File: config.mk
export PLATFORM = sky130hd
export DESIGN_NAME = bus_arbiter
export DESIGN_NICKNAME = d
export VERILOG_FILES = /design/src/rtl/bus_arbiter.sv
export SDC_FILE = /design/constraint.sdc
export NUM_CORES = 1
export LEC_CHECK = 0
export ABC_AREA = 1
export CORE_MARGIN = 1.5
export CORE_UTILIZATION = 25
export CTS_CLUSTER_DIAMETER = 60
export DETAILED_ROUTE_END_ITERATION = 7
export PLACE_DENSITY = 0.91
export SLEW_MARGIN = 20
export SYNTH_ARGS = -nofsm -noshare
export SYNTH_HDL_FRONTEND = slang
export SYNTH_SLANG_ARGS = --single-unit
File: constraint.sdc
create_clock -name clk -period 1.6 [get_ports clk]
set_clock_uncertainty 0.1 [all_clocks]
set_input_delay 0.32 -clock clk [delete_from_list [all_inputs] [get_ports clk]]
set_output_delay 0.32 -clock clk [all_outputs]
set_load 0.005 [all_outputs]
File: src/rtl/bus_arbiter.sv
// bus_arbiter: two-master round-robin arbiter in front of device_mux, one transaction at a time,
// with a watchdog that ends unacknowledged transactions with an error pulse.
module bus_arbiter #(
    parameter int ADDR_W  = 32,
    parameter int DATA_W  = 16,
    parameter int TIMEOUT = 255
) (
    input  logic              clk,
    input  logic              reset,
    input  logic              m0_req,
    input  logic [ADDR_W-1:0] m0_addr,
    input  logic [DATA_W-1:0] m0_write,
    input  logic              m0_uds,
    input  logic              m0_lds,
    input  logic              m0_rw,
    output logic [DATA_W-1:0] m0_read,
    output logic              m0_ack,
    output logic              m0_err,
    input  logic              m1_req,
    input  logic [ADDR_W-1:0] m1_addr,
    input  logic [DATA_W-1:0] m1_write,
    input  logic              m1_uds,
    input  logic              m1_lds,
    input  logic              m1_rw,
    output logic [DATA_W-1:0] m1_read,
    output logic              m1_ack,
    output logic              m1_err,
    output logic [ADDR_W-1:0] s_addr,
    output logic [DATA_W-1:0] s_write,
    output logic              s_uds,
    output logic              s_lds,
    output logic              s_rw,
    input  logic [DATA_W-1:0] s_read,
    input  logic              s_ack,
    output logic [1:0]        grant
);
    typedef enum logic [1:0] {IDLE, BUSY, RELEASE} state_t;
    localparam int CW = $clog2(TIMEOUT + 1);

    state_t          state_q, state_d;
    logic            owner_q, owner_d;
    logic            last_owner_q, last_owner_d;
    logic [CW-1:0]   cnt_q, cnt_d;
    logic            busy, tmo, done, err;
    logic [DATA_W-1:0] rdata;

    always_ff @(posedge clk) begin
        if (reset) begin
            state_q      <= IDLE;
            owner_q      <= 1'b0;
            last_owner_q <= 1'b1;
            cnt_q        <= '0;
        end else begin
            state_q      <= state_d;
            owner_q      <= owner_d;
            last_owner_q <= last_owner_d;
            cnt_q        <= cnt_d;
        end
    end

    always_comb begin
        state_d      = state_q;
        owner_d      = owner_q;
        last_owner_d = last_owner_q;
        cnt_d        = cnt_q;
        tmo          = cnt_q == CW'(TIMEOUT - 1);
        case (state_q)
            IDLE: begin
                cnt_d = '0;
                if (m0_req || m1_req) begin
                    state_d = BUSY;
                    owner_d = (m0_req && m1_req) ? ~last_owner_q : m1_req;
                end
            end
            BUSY: begin
                cnt_d = cnt_q + CW'(1);
                if (s_ack) begin
                    last_owner_d = owner_q;
                    state_d      = RELEASE;
                end else if (tmo) begin
                    state_d = RELEASE;
                end
            end
            default: state_d = IDLE;
        endcase
    end

    // Outputs are gated by reset so a reset cycle never leaks an ack or a driven bus.
    always_comb begin
        busy    = (state_q == BUSY) && !reset;
        done    = busy && (s_ack || tmo);
        err     = busy && !s_ack && tmo;
        rdata   = s_ack ? s_read : {DATA_W{1'b1}};
        grant   = busy ? (owner_q ? 2'b10 : 2'b01) : 2'b00;
        s_addr  = busy ? (owner_q ? m1_addr : m0_addr) : '0;
        s_write = busy ? (owner_q ? m1_write : m0_write) : '0;
        s_uds   = busy && (owner_q ? m1_uds : m0_uds);
        s_lds   = busy && (owner_q ? m1_lds : m0_lds);
        s_rw    = busy ? (owner_q ? m1_rw : m0_rw) : 1'b1;
        m0_ack  = done && !owner_q;
        m1_ack  = done && owner_q;
        m0_err  = err && !owner_q;
        m1_err  = err && owner_q;
        m0_read = m0_ack ? rdata : '0;
        m1_read = m1_ack ? rdata : '0;
    end
endmodule

# After elaboration in Yosys (flattened, before gate mapping)
# Cells that the tools add are included.
# Widths: inputs -> output; s select.
# classes
addsub	1
eq_ne	4
mux	19
n_bitwise	1
reduce_logical	21
# ops
operator	count
$mux 16	5
$mux 32	2
$pmux 8 s2	1
$logic_and 1x1->1	11
$mux 2	5
$add 8x1->8 const B	1
$eq 8x8->1 const B	1
$reduce_and 2->1	3
$mux 1	5
$pmux 2 s2	1
$logic_not 1->1	3
$ne 3x3->1 const B	1
$eq 2x1->1 const B	1
$logic_not 2->1	1
$logic_or 1x1->1	2
$ne 2x2->1 const B	1
$reduce_bool 2->1	1
$not 1->1	1
# totals
register_bits	12
output_inout_bits	89
wordCells	50

# Longest topological paths before layout
# Gate-level depths: netlist of run 1.
# depth
word_depth	5
depth_mapped	9

# Worst setup path before layout of run 1
# No wires, ideal clock.
# synth_timing
path_type	register -> output
start	reg cnt_q[0]
end	out m0_read[10]
arrival_ns	1.134
required_ns	1.180
path_slack_ns	0.046
stages_incl_launch_ff	10
cell_sequence	dfxtp_1 inv_1 ha_1 nand2_1 nor2_1 nand2_2 nand2_4 nand2_4 buf_6 nor2_2
# synth_between
elab_chain_cells	5
# synth_lines
item	line	text
start: declaration	43	logic [CW-1:0] cnt_q, cnt_d;
start signal: assignment	57	cnt_q <= cnt_d;
$eq 8x8->1	66	tmo = cnt_q == CW'(TIMEOUT - 1);
$logic_or 1x1->1	91	done = busy && (s_ack || tmo);
$logic_and 1x1->1	91	
$logic_and 1x1->1	100	m0_ack = done && !owner_q;
$mux 16	104	m0_read = m0_ack ? rdata : '0;
end: declaration	16	output logic [DATA_W-1:0] m0_read,
# Every way passes these cells.

# Worst setup path after layout of run 1
# layout_timing
start	reg cnt_q[0]
end	out m1_read[4]
# layout_between
elab_chain_cells	5
# layout_lines
item	line	text
$eq 8x8->1	66	
$logic_or 1x1->1	91	
$logic_and 1x1->1	91	
$logic_and 1x1->1	101	m1_ack = done && owner_q;
$mux 16	105	m1_read = m1_ack ? rdata : '0;
end: declaration	25	output logic [DATA_W-1:0] m1_read,
# Every way passes these cells.

==> flow_metrics.py, run 1 <==
metrics = {
    "run_status": {
        "outcome": "finished with violations",
        "violations": "setup timing",
    },
    "drt": {
        "highest_layer": "met4",
        "drc": 0,
        "dr.pass1.iters": 5,
        "routedWlPerCell_um": 17.73,
        "postRouteAntennaNets": 0,
        "route.met3.wl_um": 815,
        "routed_wl_um": 11900,
        "met2WireLength_um": 6621,
        "vias_per_cell": 4.933,
        "num_vias": 3310,
        "drt-met1-wl_um": 3952,
        "drt_iter0_drc": 127,
    },
    "logic_synthesis": {
        "synth_top_area_cell": "nand2_1",
        "postSynthCellCount": 304,
        "synthFlopType": "dfxtp_1",
        "netlist_area_um2": 1553,
        "yosys.area_share.simple_pct": 69.06,
        "synth_mux_area_share_pct": 0,
        "synth_top_family_by_area": "simple AND/OR/NAND/NOR gates",
        "synth_area_per_cell_um2": 5.108,
        "async_reset_ff_share_pct": 0,
        "synthXorXnorAreaFrac_pct": 0,
        "synth-compound-area-share_pct": 4.029,
        "synth_cell_types": 24,
        "synth_seq_cells": 12,
        "synth_top_area_share_pct": 40.13,
        "ys_seq_area_share_pct": 15.47,
        "synthAdderAreaFrac_pct": 1.612,
        "syn-num-nets": 429,
        "yosys_warnings": 0,
        "yosys-top-cells-area": "nand2_1 40%, dfxtp_1 15%, nor2_1 9.4%, nor2_2 7.3%, nand2_4 4.4%",
        "synth-edff-count": 0,
    },
    "clock_network": {
        "ctsHoldBuffers": 0,
        "insertion_delay_ns": 0.24,
        "clockBufferDepth": 2,
        "cts_tree": "built",
        "htreeDepth": 1,
        "cts_root_buffer": "clkbuf_8",
        "path_clk_slew_ns": 0.05,
        "clock_sinks": 12,
        "cts_buffers": 3,
    },
    "setup_path": {
        "reg2reg_to": "cnt_q[5]$_SDFFE_PP0P_",
        "reg2reg_from": "state_q[1]$_SDFFE_PP0P_",
        "path_max_fanout": 8,
        "setup.worst_path.class": "reg -> out",
        "arrival_ns": 1.67,
        "end_kind": "output port",
        "worstPathRequired_ns": 1.18,
        "rr_worst_depth": 8,
        "worst_setup_path_start_kind": "flip-flop",
        "reg2reg_slack_ns": 0.16,
    },
    "placed_design": {
        "dp.cells": 608,
        "dpl-instance-area_um2": 3950,
        "dp_hpwl_um": 6783,
        "portBuffers": 211,
        "gp_congestion": 0.7921,
    },
    "timing": {
        "max_clock_freq_mhz": 477.9,
        "setup_violations": 89,
        "finalHoldViolations": 0,
        "period_share_pct": 130.8,
        "drv_slew": 0,
        "slew_headroom_pct": 72.02,
        "period_needed_ns": 2.092,
        "worstMarginPinSlew_ns": 0.4181,
        "rsz0062_at_grt": "yes",
        "fin_hold_ws_ns": 0.3856,
        "setup_ws_ns": -0.4923,
    },
    "pwr": {
        "p_total_w": 0.001758,
        "power_leakage_nw": 2.610,
        "cellPowerDensity_nw_per_um2": 337.7,
        "peakVddDrop_mv": 0.3856,
    },
    "hold_path": {
        "hold_depth": 2,
        "hold_class": "reg -> reg",
        "hold_path_startpoint": "cnt_q[7]$_SDFFE_PP0P_",
        "hold_path_end": "cnt_q[7]$_SDFFE_PP0P_",
    },
    "floorplanning": {
        "die_w_um": 81.81,
        "ios": 212,
        "rows": 28,
        "initial_core_util_pct": 26.07,
        "die-height_um": 81.81,
        "core_area_um2": 5956,
        "die_area_um2": 6693,
    },
    "finish": {
        "post-route-cell-area_um2": 5206,
        "synthToLayoutAreaGrowth_pct": 235.3,
        "antenna_cells": 0,
        "final_nets": 723,
        "final_cell_count_no_fill": 671,
        "drive_gt1_share_pct": 55.37,
    },
    "global_routing": {
        "grt_antenna_before_repair": 0,
        "first_global_vias": 3271,
        "grt_max_degree": 16,
        "grt_pass1_wl_um": 15790,
        "grt_usage_pct": 30.67,
        "grt_overflow": 0,
    },
    "run": {
        "drv_cap": 0,
    },
}
## sequential cells by signal, indices dropped and copies added (netlist names)
name,flops
owner_q,1
cnt_q,8
last_owner_q,1
state_q,2
## metal layers
metal	global-route usage (%)	vias to the layer above
met2	61.80	214
met3	4.889	56
li1	-	1511
met4	10.68	0
met5	0	-
met1	31.12	1529
## cell families (layout without fill, tap and decap cells)
family,after synthesis,count (layout)
adder cells (fa/ha/maj),2,2
flip-flops,12,12
buffers and inverters,30,319
AO/OA/AOI/OAI,12,12
AND/OR/NAND/NOR,248,251
## report_power, final
group	internal, W	switching, W
logic	0.000679	0.000476
registers	0.000315	0.0000117
clock network	0.000166	0.000110
## cell usage in the layout (no fill, tap or decap)
cell type,n
buf_6,56
nor3_2,2
nand3_1,8
nor2_2,13
o21ai_0,4
nor2_1,15
nand2_2,63
clkbuf_16,1
ha_1,1
buf_12,10
clkinv_8,2
buf_4,28
a21oi_1,6
dlygate4sd2_1,1
nand3b_1,1
dfxtp_2,5
buf_2,65
nor2_4,30
clkbuf_8,3
o21ai_1,1
inv_2,5
nand2_1,86
buf_16,8
nand2_8,6
dfxtp_1,7
buf_8,9
nand4_1,1
clkdlybuf4s50_1,121
o31ai_1,1
nand2_4,22
ha_4,1
nor3_1,3
nor2_8,1
inv_1,10
## how the worst max path moves through the flow
stage | startpoint | end | slack, ns
final | cnt_q[0]$_SDFFE_PP0P_ | m1_read[4] | -0.49
after global routing | cnt_q[0]$_SDFFE_PP0P_ | m1_read[4] | -0.57
after CTS | cnt_q[0]$_SDFFE_PP0P_ | m1_read[10] | -0.49
after detailed placement | reset | s_addr[8] | -0.88
after global placement | reset | m1_ack | -0.85
after floorplan | cnt_q[0]$_SDFFE_PP0P_ | m0_read[10] | 0.05
## synthesized netlist by cell type, types with 2 or more instances
library cell,n
clkinv_4,2
nor2_1,39
buf_6,2
dfxtp_1,12
nor3_1,5
nand3_1,8
a21oi_1,6
o21ai_0,4
ha_1,2
nor2_2,18
nand2_4,6
buf_2,9
nand2_1,166
nand2_2,2
inv_2,4
inv_1,11
## timing repair
action                     4_1_cts  5_1_grt
setup buffers                   46        6
resized for setup              508      105
setup endpoints to repair       89       89
gates cloned                    11        1
pin swaps                       59       37
## area by class of cell
class                      count  area [um2]
multi-input combinational    265        1769
inverter                      17       88.84
timing repair buffer         299        2967
fill                         295       749.5
clock buffer                   3       41.29
tap                           75       93.84
sequential                    12       246.5
## metrics by stage
step	worst slack, ns	TNS (ns)	util, %
after floorplan	0.04579	0	-
after global placement	-0.8473	-69.25	66.32
after detailed placement	-0.8769	-72.47	66.32
after CTS	-0.4906	-31.44	79.43
after global routing	-0.5657	-36.85	87.42
final	-0.4923	-31.06	87.42
## critical path: stages, from the launching register on
cell     delay [ns]
dfxtp_2        0.32
inv_2          0.07
ha_4           0.12
nand2_2        0.04
nor2_2         0.10
nand2_2        0.11
nand2_8        0.10
buf_12         0.11
buf_8          0.12
nand2_8        0.11
nor2_4         0.10
buf_2          0.12
(Power assumes the default switching activity.)
==> run 2: changes to the inputs <==
- CORE_MARGIN: 1.5 -> 4
- SETUP_SLACK_MARGIN: default -> 0.02
==> run 2 against run 1 <==
Effect of this change: the flow still finishes with violations (setup timing); critical path depth is 1 lower; power is 2.2% higher; final cell count shrank 2.4%; non-clock buffer count down 18; via count is 6.4% lower; critical endpoint is now m1_read[0]; routed wire length fell by 4.2%; sequential power is essentially flat; combinational power barely moved; register-to-register slack worse by 0.02 ns; utilization shrank 3.4 points.
==> flow_metrics.py, run 2 (synthesis results as in run 1) <==
metrics = {
    "run_status": {
        "outcome": "finished with violations",
        "violations": "setup timing",
    },
    "setup_path": {
        "critPathMaxStageDelay_ns": 0.32,
        "path_delay_family": "simple AND/OR/NAND/NOR gates",
        "path_max_fanout": 5,
        "cp.depth": 10,
        "cp-endpoint": "m1_read[0]",
        "cp_cell_sequence": "inv_2 > ha_4 > nand2_2 > nor2_2 > nand2_2 > nand2_8 > buf_12 > nand2_8 > nor2_4 > buf_2",
        "crit_buf_inv": 3,
        "worstPathRequired_ns": 1.18,
        "rr_worst_depth": 10,
        "cp-startpoint": "cnt_q[0]$_SDFFE_PP0P_",
        "reg2reg_to": "cnt_q[7]$_SDFFE_PP0P_",
        "end_kind": "output port",
        "arrival_ns": 1.60,
        "slowest_stage": "dfxtp_2",
        "reg2reg_from": "state_q[1]$_SDFFE_PP0P_",
        "reg2reg_slack_ns": 0.14,
        "setup.worst_path.class": "reg -> out",
        "worst_setup_path_start_kind": "flip-flop",
    },
    "clock_network": {
        "cts_buffers": 3,
        "clock_sinks": 12,
        "ctsHoldBuffers": 0,
        "cts_root_buffer": "clkbuf_8",
        "cts_tree": "built",
        "htreeDepth": 1,
        "path_clk_slew_ns": 0.06,
        "insertion_delay_ns": 0.25,
        "clockBufferDepth": 2,
    },
    "finish": {
        "post-route-cell-area_um2": 5031,
        "reg_top3": "cnt_q x8, state_q x2",
        "fill_cells": 353,
        "regArea_um2": 245.2,
        "multi_input_comb_area_um2": 1842,
        "drive_gt1_share_pct": 57.07,
        "mostFrequentLayoutCell": "clkdlybuf4s50_1",
        "final_cell_mix": "121 x clkdlybuf4s50_1, 78 x nand2_1, 70 x buf_2",
        "antenna_cells": 0,
        "largest_register_ff_count": 8,
        "final_cell_count_no_fill": 655,
        "final_nets": 706,
        "top_register": "cnt_q",
        "synthToLayoutAreaGrowth_pct": 224.0,
    },
    "timing": {
        "max_clock_freq_mhz": 495.4,
        "rsz0062_at_grt": "yes",
        "finalHoldViolations": 0,
        "drv_slew": 0,
        "timing.setup.tns_ns": -28.58,
        "period_share_pct": 126.2,
        "slew_headroom_pct": 82.87,
        "worstMarginPinSlew_ns": 0.2543,
        "setup_ws_ns": -0.4185,
        "period_needed_ns": 2.019,
        "setup_violations": 89,
    },
    "placed_design": {
        "dp_hpwl_um": 7062,
        "portBuffers": 211,
        "dp.cells": 608,
        "gp_congestion": 0.7652,
        "dpl-instance-area_um2": 3975,
    },
    "floorplanning": {
        "die-height_um": 86.81,
        "ios": 212,
        "rows": 28,
        "core_area_um2": 5991,
        "die_w_um": 86.81,
        "initial_core_util_pct": 25.92,
        "die_area_um2": 7536,
    },
    "drt": {
        "dr.pass1.iters": 4,
        "drt_iter0_drc": 99,
        "postRouteAntennaNets": 0,
        "routed_wl_um": 11390,
        "num_vias": 3097,
        "routedWlPerCell_um": 17.39,
        "drc": 0,
        "vias_per_cell": 4.728,
    },
    "global_routing": {
        "first_global_vias": 3245,
        "grt_pass1_wl_um": 15390,
        "grt_usage_pct": 25.82,
        "grt_overflow": 0,
        "grt_max_degree": 12,
        "grt_antenna_before_repair": 0,
    },
    "pwr": {
        "power_leakage_nw": 2.534,
        "cellPowerDensity_nw_per_um2": 357.2,
        "peakVddDrop_mv": 0.4333,
        "p_total_w": 0.001797,
    },
    "hold_path": {
        "hold_class": "reg -> reg",
        "hold_depth": 2,
    },
    "run": {
        "drv_cap": 0,
    },
}
## run 2: cell count changes in the layout (fill, tap and decap cells not counted), sizes merged
cell,previous run,this run
buf,176,157
clkbuf,4,6
nand2,177,178
## run 2: what timing repair did
| action | CTS | global route |
|---|---|---|
| hold endpoints to repair | 0 | 0 |
| setup buffers | 31 | 8 |
| gates resized for setup | 463 | 149 |
| pin swaps | 29 | 52 |
| setup endpoints to repair | 89 | 97 |
| gates cloned | 12 | 2 |
## run 2: how the worst min path moves through the flow
stage                                     start               endpoint
after global routing      cnt_q[7]$_SDFFE_PP0P_  cnt_q[7]$_SDFFE_PP0P_
after CTS                 cnt_q[7]$_SDFFE_PP0P_  cnt_q[7]$_SDFFE_PP0P_
after detailed placement  cnt_q[7]$_SDFFE_PP0P_  cnt_q[7]$_SDFFE_PP0P_
after global placement    cnt_q[7]$_SDFFE_PP0P_  cnt_q[7]$_SDFFE_PP0P_
after floorplan                           reset   owner_q$_SDFFE_PP0P_
final                     cnt_q[7]$_SDFFE_PP0P_  cnt_q[7]$_SDFFE_PP0P_
## run 2: layer usage
metal,track usage (%),wire (um)
met4,12.89,429
met2,48.52,6419
met1,25.13,3782
met5,0,0
met3,7.890,760
## run 2: metrics by stage
step | utilization, % | hold WS (ns) | setup WS, ns
6_report | 83.98 | 0.3698 | -0.4185
5_1_grt | 83.98 | 0.4071 | -0.4885
4_1_cts | 75.65 | 0.3632 | -0.4391
3_5_place_dp | 66.35 | 0.3556 | -0.8543
3_3_place_gp | 66.35 | 0.3473 | -0.8171
2_1_floorplan | - | 0.2891 | 0.04579
## run 2: cell type report
| type | instances | share of cell area, % |
|---|---|---|
| Sequential cell | 12 | 4.874 |
| Timing Repair Buffer | 281 | 53.79 |
| Tap cell | 75 | 1.865 |
| Inverter | 17 | 1.766 |
| Multi-Input combinational cell | 266 | 36.61 |
| Clock buffer | 4 | 1.094 |
## run 2: power breakdown
part           leakage, nW  internal, W  switching [W]  total [W]
Clock               0.0288     0.000218       0.000125   0.000343
Combinational         2.41     0.000656       0.000472    0.00113
Sequential          0.0993     0.000314      0.0000117   0.000326
## run 2: worst min-delay path: cells and delay by family (launching register included)
kind | cells | cell delay (ns)
flip-flops | 1 | 0.31
AND/OR/NAND/NOR | 1 | 0.07
AO/OA/AOI/OAI | 1 | 0.05
==> run 3: changes to the inputs <==
- GPL_ROUTABILITY_DRIVEN: default -> 1
==> results of run 3 <==
The final DEF is identical to that of run 2; final timing and power are the same.
